<file path="src/rtl/data_mem_responder.sv">
// data_mem_responder: data-memory responder for the core's MEM stage.
// The lower half of the word-address space is synchronous RAM. The upper half
// is a small I/O window holding a GPIO output register, a synchronized GPIO
// input, a free-running cycle counter and a compare/interrupt unit.
// Read data is registered, giving one cycle of latency.
// A simultaneous read and write to the same location returns the old value.
module data_mem_responder #(
  parameter int ADDR_WIDTH = 8,
  parameter int RAM_DEPTH  = 128,
  parameter int GPIO_WIDTH = 32
) (
  input  logic                  clk,
  input  logic                  rst,
  input  logic [ADDR_WIDTH-1:0] address,
  input  logic [31:0]           data,
  input  logic                  wren,
  input  logic                  rden,
  output logic [31:0]           q,
  input  logic [GPIO_WIDTH-1:0] gpio_in,
  output logic [GPIO_WIDTH-1:0] gpio_out,
  output logic                  irq
);

  localparam logic [2:0] OFF_GPIO_OUT = 3'd0;
  localparam logic [2:0] OFF_GPIO_IN  = 3'd1;
  localparam logic [2:0] OFF_COUNT    = 3'd2;
  localparam logic [2:0] OFF_COMPARE  = 3'd3;
  localparam logic [2:0] OFF_STATUS   = 3'd4;

  // RAM contents are deliberately left out of reset.
  logic [31:0] ram [RAM_DEPTH];

  logic [GPIO_WIDTH-1:0] gpio_out_r;
  logic [GPIO_WIDTH-1:0] sync1_r;
  logic [GPIO_WIDTH-1:0] sync2_r;
  logic [31:0]           count_r;
  logic [31:0]           compare_r;
  logic [31:0]           q_r;
  logic                  irq_r;
  logic                  ovf_r;

  logic                  is_io_s;
  logic [2:0]            io_off_s;
  logic [ADDR_WIDTH-2:0] ram_idx_s;
  logic                  wr_ram_s;
  logic                  wr_gpio_s;
  logic                  wr_count_s;
  logic                  wr_compare_s;
  logic                  wr_status_s;
  logic                  match_s;
  logic                  wrap_s;
  logic                  irq_next_s;
  logic                  ovf_next_s;
  logic [31:0]           count_next_s;
  logic [31:0]           rd_data_s;

  // The top address bit selects the I/O window.
  // Inside the window, only the low three bits matter, so the window aliases.
  assign is_io_s   = address[ADDR_WIDTH-1];
  assign io_off_s  = address[2:0];
  assign ram_idx_s = address[ADDR_WIDTH-2:0];

  // Decode the write strobe into one enable per writable target.
  always_comb begin
    wr_ram_s     = 1'b0;
    wr_gpio_s    = 1'b0;
    wr_count_s   = 1'b0;
    wr_compare_s = 1'b0;
    wr_status_s  = 1'b0;
    if (wren) begin
      if (is_io_s) begin
        case (io_off_s)
          OFF_GPIO_OUT: wr_gpio_s    = 1'b1;
          OFF_COUNT:    wr_count_s   = 1'b1;
          OFF_COMPARE:  wr_compare_s = 1'b1;
          OFF_STATUS:   wr_status_s  = 1'b1;
          default:      wr_gpio_s    = 1'b0;
        endcase
      end else begin
        wr_ram_s = 1'b1;
      end
    end else begin
      wr_ram_s = 1'b0;
    end
  end

  // Compute the next counter value and the sticky status bits.
  // A counter write wins over the increment.
  // A new compare match or a wrap wins over a software clear.
  always_comb begin
    match_s      = (count_r == compare_r) && (compare_r != 32'd0);
    wrap_s       = (count_r == 32'hFFFF_FFFF) && !wr_count_s;
    count_next_s = count_r + 32'd1;
    if (wr_count_s) begin
      count_next_s = 32'd0;
    end else begin
      count_next_s = count_r + 32'd1;
    end
    irq_next_s = match_s | (irq_r & ~(wr_status_s & data[0]));
    ovf_next_s = wrap_s  | (ovf_r & ~(wr_status_s & data[1]));
  end

  // Read multiplexer over RAM and the I/O registers.
  // The values it sees are the ones before the current edge.
  always_comb begin
    rd_data_s = 32'd0;
    if (is_io_s) begin
      case (io_off_s)
        OFF_GPIO_OUT: rd_data_s = 32'(gpio_out_r);
        OFF_GPIO_IN:  rd_data_s = 32'(sync2_r);
        OFF_COUNT:    rd_data_s = count_r;
        OFF_COMPARE:  rd_data_s = compare_r;
        OFF_STATUS:   rd_data_s = {30'd0, ovf_r, irq_r};
        default:      rd_data_s = 32'd0;
      endcase
    end else begin
      rd_data_s = ram[ram_idx_s];
    end
  end

  // RAM write port (no reset on storage).
  always_ff @(posedge clk) begin
    if (wr_ram_s) begin
      ram[ram_idx_s] <= data;
    end
  end

  // Registered read data; holds its value while rden is low.
  always_ff @(posedge clk or negedge rst) begin
    if (!rst) begin
      q_r <= 32'd0;
    end else if (rden) begin
      q_r <= rd_data_s;
    end
  end

  // GPIO output register, changed only by a write to its offset.
  always_ff @(posedge clk or negedge rst) begin
    if (!rst) begin
      gpio_out_r <= '0;
    end else if (wr_gpio_s) begin
      gpio_out_r <= data[GPIO_WIDTH-1:0];
    end
  end

  // Two-flop synchronizer for the asynchronous GPIO inputs.
  always_ff @(posedge clk or negedge rst) begin
    if (!rst) begin
      sync1_r <= '0;
      sync2_r <= '0;
    end else begin
      sync1_r <= gpio_in;
      sync2_r <= sync1_r;
    end
  end

  // Free-running cycle counter and the compare register.
  always_ff @(posedge clk or negedge rst) begin
    if (!rst) begin
      count_r   <= 32'd0;
      compare_r <= 32'd0;
    end else begin
      count_r <= count_next_s;
      if (wr_compare_s) begin
        compare_r <= data;
      end
    end
  end

  // Sticky status bits: the compare-match interrupt and the counter overflow.
  always_ff @(posedge clk or negedge rst) begin
    if (!rst) begin
      irq_r <= 1'b0;
      ovf_r <= 1'b0;
    end else begin
      irq_r <= irq_next_s;
      ovf_r <= ovf_next_s;
    end
  end

  assign q        = q_r;
  assign gpio_out = gpio_out_r;
  assign irq      = irq_r;

endmodule

</file>
<file path="config.mk">
export PLATFORM = sky130hd
export DESIGN_NAME = data_mem_responder
export DESIGN_NICKNAME = d
export VERILOG_FILES = /design/src/rtl/data_mem_responder.sv
export SDC_FILE = /design/constraint.sdc
export NUM_CORES = 2
export LEC_CHECK = 0
export CORE_ASPECT_RATIO = 1.2
export CORE_UTILIZATION = 50
export DETAILED_ROUTE_END_ITERATION = 8
export PLACE_DENSITY = 0.66
export REMOVE_ABC_BUFFERS = 1
export SYNTH_ARGS = -nofsm -noshare
export SYNTH_HDL_FRONTEND = slang
export SYNTH_SLANG_ARGS = --single-unit
</file>
<file path="constraint.sdc">
create_clock -name clk -period 2.8 [get_ports clk]
set_clock_uncertainty 0.15 [all_clocks]
set_input_delay 0.56 -clock clk [delete_from_list [all_inputs] [get_ports clk]]
set_output_delay 0.56 -clock clk [all_outputs]
set_load 0.1 [all_outputs]
</file>
Yosys cells after proc, flatten, opt, wreduce, memory -nomap -nowiden
Memory sizes are Yosys's and may differ from the RTL's.
Cells that the tools add are included.
{ "totals": {"ff_bits": 194, "mem_bits_rw": 4096, "input_bits": 76, "output_inout_bits": 65, "elab_cells": 48, "mem_count": 1} }
{ "memory_table": {"columns": ["memory", "depth", "word_bits", "read_ports", "rd_ports_with_merged_regs", "write_ports", "line", "rtl"], "rows": [
  ["ram", 128, 32, 1, 0, 1, "31", "logic [31:0] ram [RAM_DEPTH];"]
]} }
{ "classes": {"add_sub_neg": 1, "n_eq_ne": 6, "muxes": 19, "n_bitwise": 8, "n_reduce_logical": 5} }
{ "ops": {"columns": ["cell", "count"], "rows": [
  ["one-hot mux 32 bit (5 select lines)", 1],
  ["two-way mux 32 bit", 2],
  ["adder 32 x 1 -> 32 bit (second input constant)", 1],
  ["== test 32 bit", 1],
  ["== test 32 bit (second input constant)", 1],
  ["nonzero test 32 bit", 1],
  ["two-way mux 1 bit", 16],
  ["== test 3 x 2 -> 1 bit (second input constant)", 2],
  ["bitwise AND 1 bit", 4],
  ["== test 3 x 1 -> 1 bit (second input constant)", 1],
  ["== test 3 bit (second input constant)", 1],
  ["zero test 3 bit", 1],
  ["logical AND 1 bit", 2],
  ["inverter 1 bit", 2],
  ["OR 1 bit", 2],
  ["zero test 1 bit", 1]
]} }

Logic depth before layout (Yosys ltp)
{ "logic_depth": {"word_depth": 8, "depth_mapped": 11, "ltp_nobuf": 7} }

Worst setup path before layout
OpenSTA, ideal clock, no wires.
{ "synth_timing": {"path_type": "input-to-reg", "start": "input address[1]", "end": "memory ram[97][0], enable pin", "setup_ns": 0.461, "t_arrival_ns": 3.659, "required_time_ns": 2.189, "slack_ns": -1.470, "cell_stages": 6, "n_path_buf": 4, "path_cell_list": "clkbuf_1 buf_2 buf_2 clkbuf_1 nand2b_1 nor3_1"} }
{ "synth_rtl": {"columns": ["element", "line", "rtl"], "rows": [
  ["from (decl)", "14", "input logic [ADDR_WIDTH-1:0] address,"],
  ["to (decl)", "31", null]
]} }
Straight into the memory's write port.

Worst setup path after layout
{ "layout_timing": {"start": "input address[4]", "end": "register q_r[19] (netlist: q[19])"} }
{ "layout_via": {"elab_chain_cells": 2} }
{ "layout_rtl": {"columns": ["element", "line", "rtl"], "rows": [
  ["memory read (128 x 32 bit)", null, null],
  ["two-way mux 32 bit", "107", "if (is_io_s) begin"],
  ["to (signal assigned)", "133", "q_r <= rd_data_s;"],
  ["to (decl)", "38", "logic [31:0] q_r;"]
]} }
Every way passes these cells.
A chain may end at the register's enable or synchronous reset.

==> metrics <==
status finished with violations; failing checks setup timing; crit share post-route 103%; Avg Inst Size Synth 18.3 um^2; fraction of layout cells with a size suffix above 1 20.4%; Die H 629 um; Leakage 70.1 nW; Tightest Hold Check Type input pin to async pin; First-pass DRT Iterations 6; final-stage net count 10373; Sink Count 4290; vias in the first global route 93443; commonest non-fill, non-tap cells in the layout 4096 x edfxtp_1, 2046 x mux2i_1, 1023 x o22ai_1, 885 x buf_4, 457 x buf_12; footprint of the multi-input gates 0.0351 mm^2; drt wl/cell 34.6 um; Slew @ Worst Pin 1.17 ns; Reg clk slew, reported paths 0.06 ns; # DRC 0; fin util 60.7%; Layout area overhead 20.9%; Mapped Cells 8979; pwr dens 688 mW/mm^2; WP data required 3.47 ns; Root Buffer clkbuf_16; Post-synth top flop edfxtp_1; CP Launch Point address[4]; global-route wire length before repair 709 mm; H-tree levels 5; FMAX 0.347 GHz; Critical Path AT 3.55 ns; Die X 525 um; combinational share of power 7.2%; initial antenna violation count 31; minimum clock period 2.89 ns; startpoint types input pin; Filler Cell Count 22888; dpl hpwl 332 mm; via count 94959; I/O pin cnt 141; DRT antenna net count 0; ys async rst share 4.52%; Crit. End Element register; Synth Register Bits 4290; Overflow after GRT 0; number of buffers added on ports 140; cts bufs inserted 400; IR drop worst, VDD 0.000774 V; Setup WS post-layout -0.0853 ns; Sequential Area 0.128 mm^2; Final Power 136 mW; Max Cap Viol 0; Final setup violation count 4; DIE AREA 0.330 mm^2; largest net degree at the start of global routing 131; crit path max fanout 8; count of cell types in the netlist 53; CTS max path bufs 4; most common cell after layout, fill and taps aside edfxtp_1; Post-Syn Area 0.164 mm^2; pre-CTS WS -1.57 ns; Setup TNS Final -0.149 ns; GRT Resource Usage Total 30.6%; RSZ-0062 raised after global routing true; max_slew headroom 19.6%; DRT iter0 DRCs 12188; sw frac 22.7%; Core Footprint 0.327 mm^2; CTS tree done; Reg power frac 52.6%; Setup CP Type input pin to register; Net Sw Power 30.9 mW; FF-to-FF Start ram[26][19]; clk_lat worst skew 0.96 ns; clock share of power 40.2%; Rows 230; Post-synth EDFFs 4096; Pint 105 mW; Seq/Total Area, Yosys 78.0%; Initial Util 50.2%; max-slew violation count 0; synth warn 0; placer congestion estimate 0.921; DR vias/cell 6.36; DRT Wirelength 517 mm; final hold vios 0
what timing repair did:
action	CTS	global route
gates cloned	2	0
buffers inserted	16	8
gates resized for setup	41	8
hold buffers	45	0
setup endpoints to repair	26	4
pin swaps	10	6
endpoints found under the hold margin	500	0
Yosys cell counts (all sizes together) (4+ instances only):
master / number / area [um^2]
nor2: 327 / 1230
nor4: 191 / 1210
o22ai: 1024 / 6410
nand4bb: 6 / 67.6
nand4b: 6 / 52.6
o211ai: 44 / 330
xnor2: 29 / 254
mux4: 30 / 679
buf: 301 / 1450
nand2: 85 / 322
or4: 4 / 33.8
or4b: 4 / 40.0
mux2i: 2048 / 20500
o21ai: 12 / 60.1
nor3: 6 / 30.0
clkbuf: 219 / 833
xor2: 29 / 254
o41ai: 10 / 87.6
nor2b: 41 / 257
nand2b: 5 / 31.3
nand3: 82 / 415
and3: 7 / 43.8
mux2: 66 / 743
dfrtp: 194 / 4850
nand4: 19 / 119
a21oi: 32 / 160
a22oi: 4 / 30.0
and2: 4 / 25.0
a41oi: 40 / 350
edfxtp: 4096 / 123000
worst paths after layout:
path                                      to  slack [ns]  cells after the start
max in group asynchronous       gpio_out[18]        1.75                      3
worst max register to register         q[19]        0.09                      8
worst min-delay path             sync1_r[16]        0.02                      2
min in group clk                 ram[110][1]        0.03                      1
worst min register to register   sync2_r[20]        0.19                      0
worst max-delay path                   q[19]       -0.09                     12
power by group through the flow:
stage	clock network [mW]	registers, mW	logic [mW]
after floorplan	0	73.9	2.68
final	54.8	71.8	9.77
after global placement	0	73.1	9.37
after CTS	55.1	71.8	9.64
after detailed placement	0	73.1	9.51
after global routing	57.4	71.8	10.0
cell type report:
class | instances | share of cell area, %
Sequential cell | 4290 | 64.5
Multi-Input combinational cell | 4168 | 17.7
Timing Repair Buffer | 1435 | 8.48
Clock buffer | 480 | 5.27
Tap cell | 4292 | 2.71
Clock inverter | 244 | 1.31
Antenna cell | 19 | 0.0240
Inverter | 1 | 0.00189
state kept, by name, summed over array words and instances (netlist names):
register and count:
compare_r 32, count_r 32, gpio_out 32, irq 1
ovf_r 1, q 32, ram 4096, sync1_r 32
sync2_r 32
routing by layer:
layer / up-vias / GRT usage, % / share of wire [%]
li1: 39035 / - / -
met1: 48925 / 38.2 / 36
met2: 5742 / 50.0 / 48
met3: 1237 / 5.62 / 9.5
met4: 20 / 18.6 / 6.9
met5: - / 0 / 0.027
critical path, stage by stage:
cell       delay [ns]
buf_4            0.17
bufbuf_16        0.29
nand4bb_4        0.18
buf_12           0.15
buf_12           0.15
buf_4            0.19
o22ai_1          0.10
nor4_2           0.37
nand2_2          0.16
o211ai_1         0.98
buf_12           0.17
nand3_1          0.06
cells by family after synthesis:
kind of cell | count (synthesis) | synth area share (%)
compound gates | 1169 | 4.54
xor+xnor | 58 | 0.310
fa+ha+maj | 1 | 0.00763
buf+inv | 521 | 1.39
flops | 4290 | 78.0
mux | 2144 | 13.4
simple gates | 796 | 2.41
stage by stage:
stage / instances / hold WS (ns) / area (um^2)
6_report: 14929 / 0.0215 / 198000
2_1_floorplan: 8459 / 0.114 / 162000
4_1_cts: 14904 / 0.00771 / 198000
5_1_grt: 14921 / 0.0246 / 198000
3_3_place_gp: 14119 / 0.187 / 184000
3_5_place_dp: 14119 / 0.185 / 184000
Note: power is estimated with default switching activity, not from simulation.
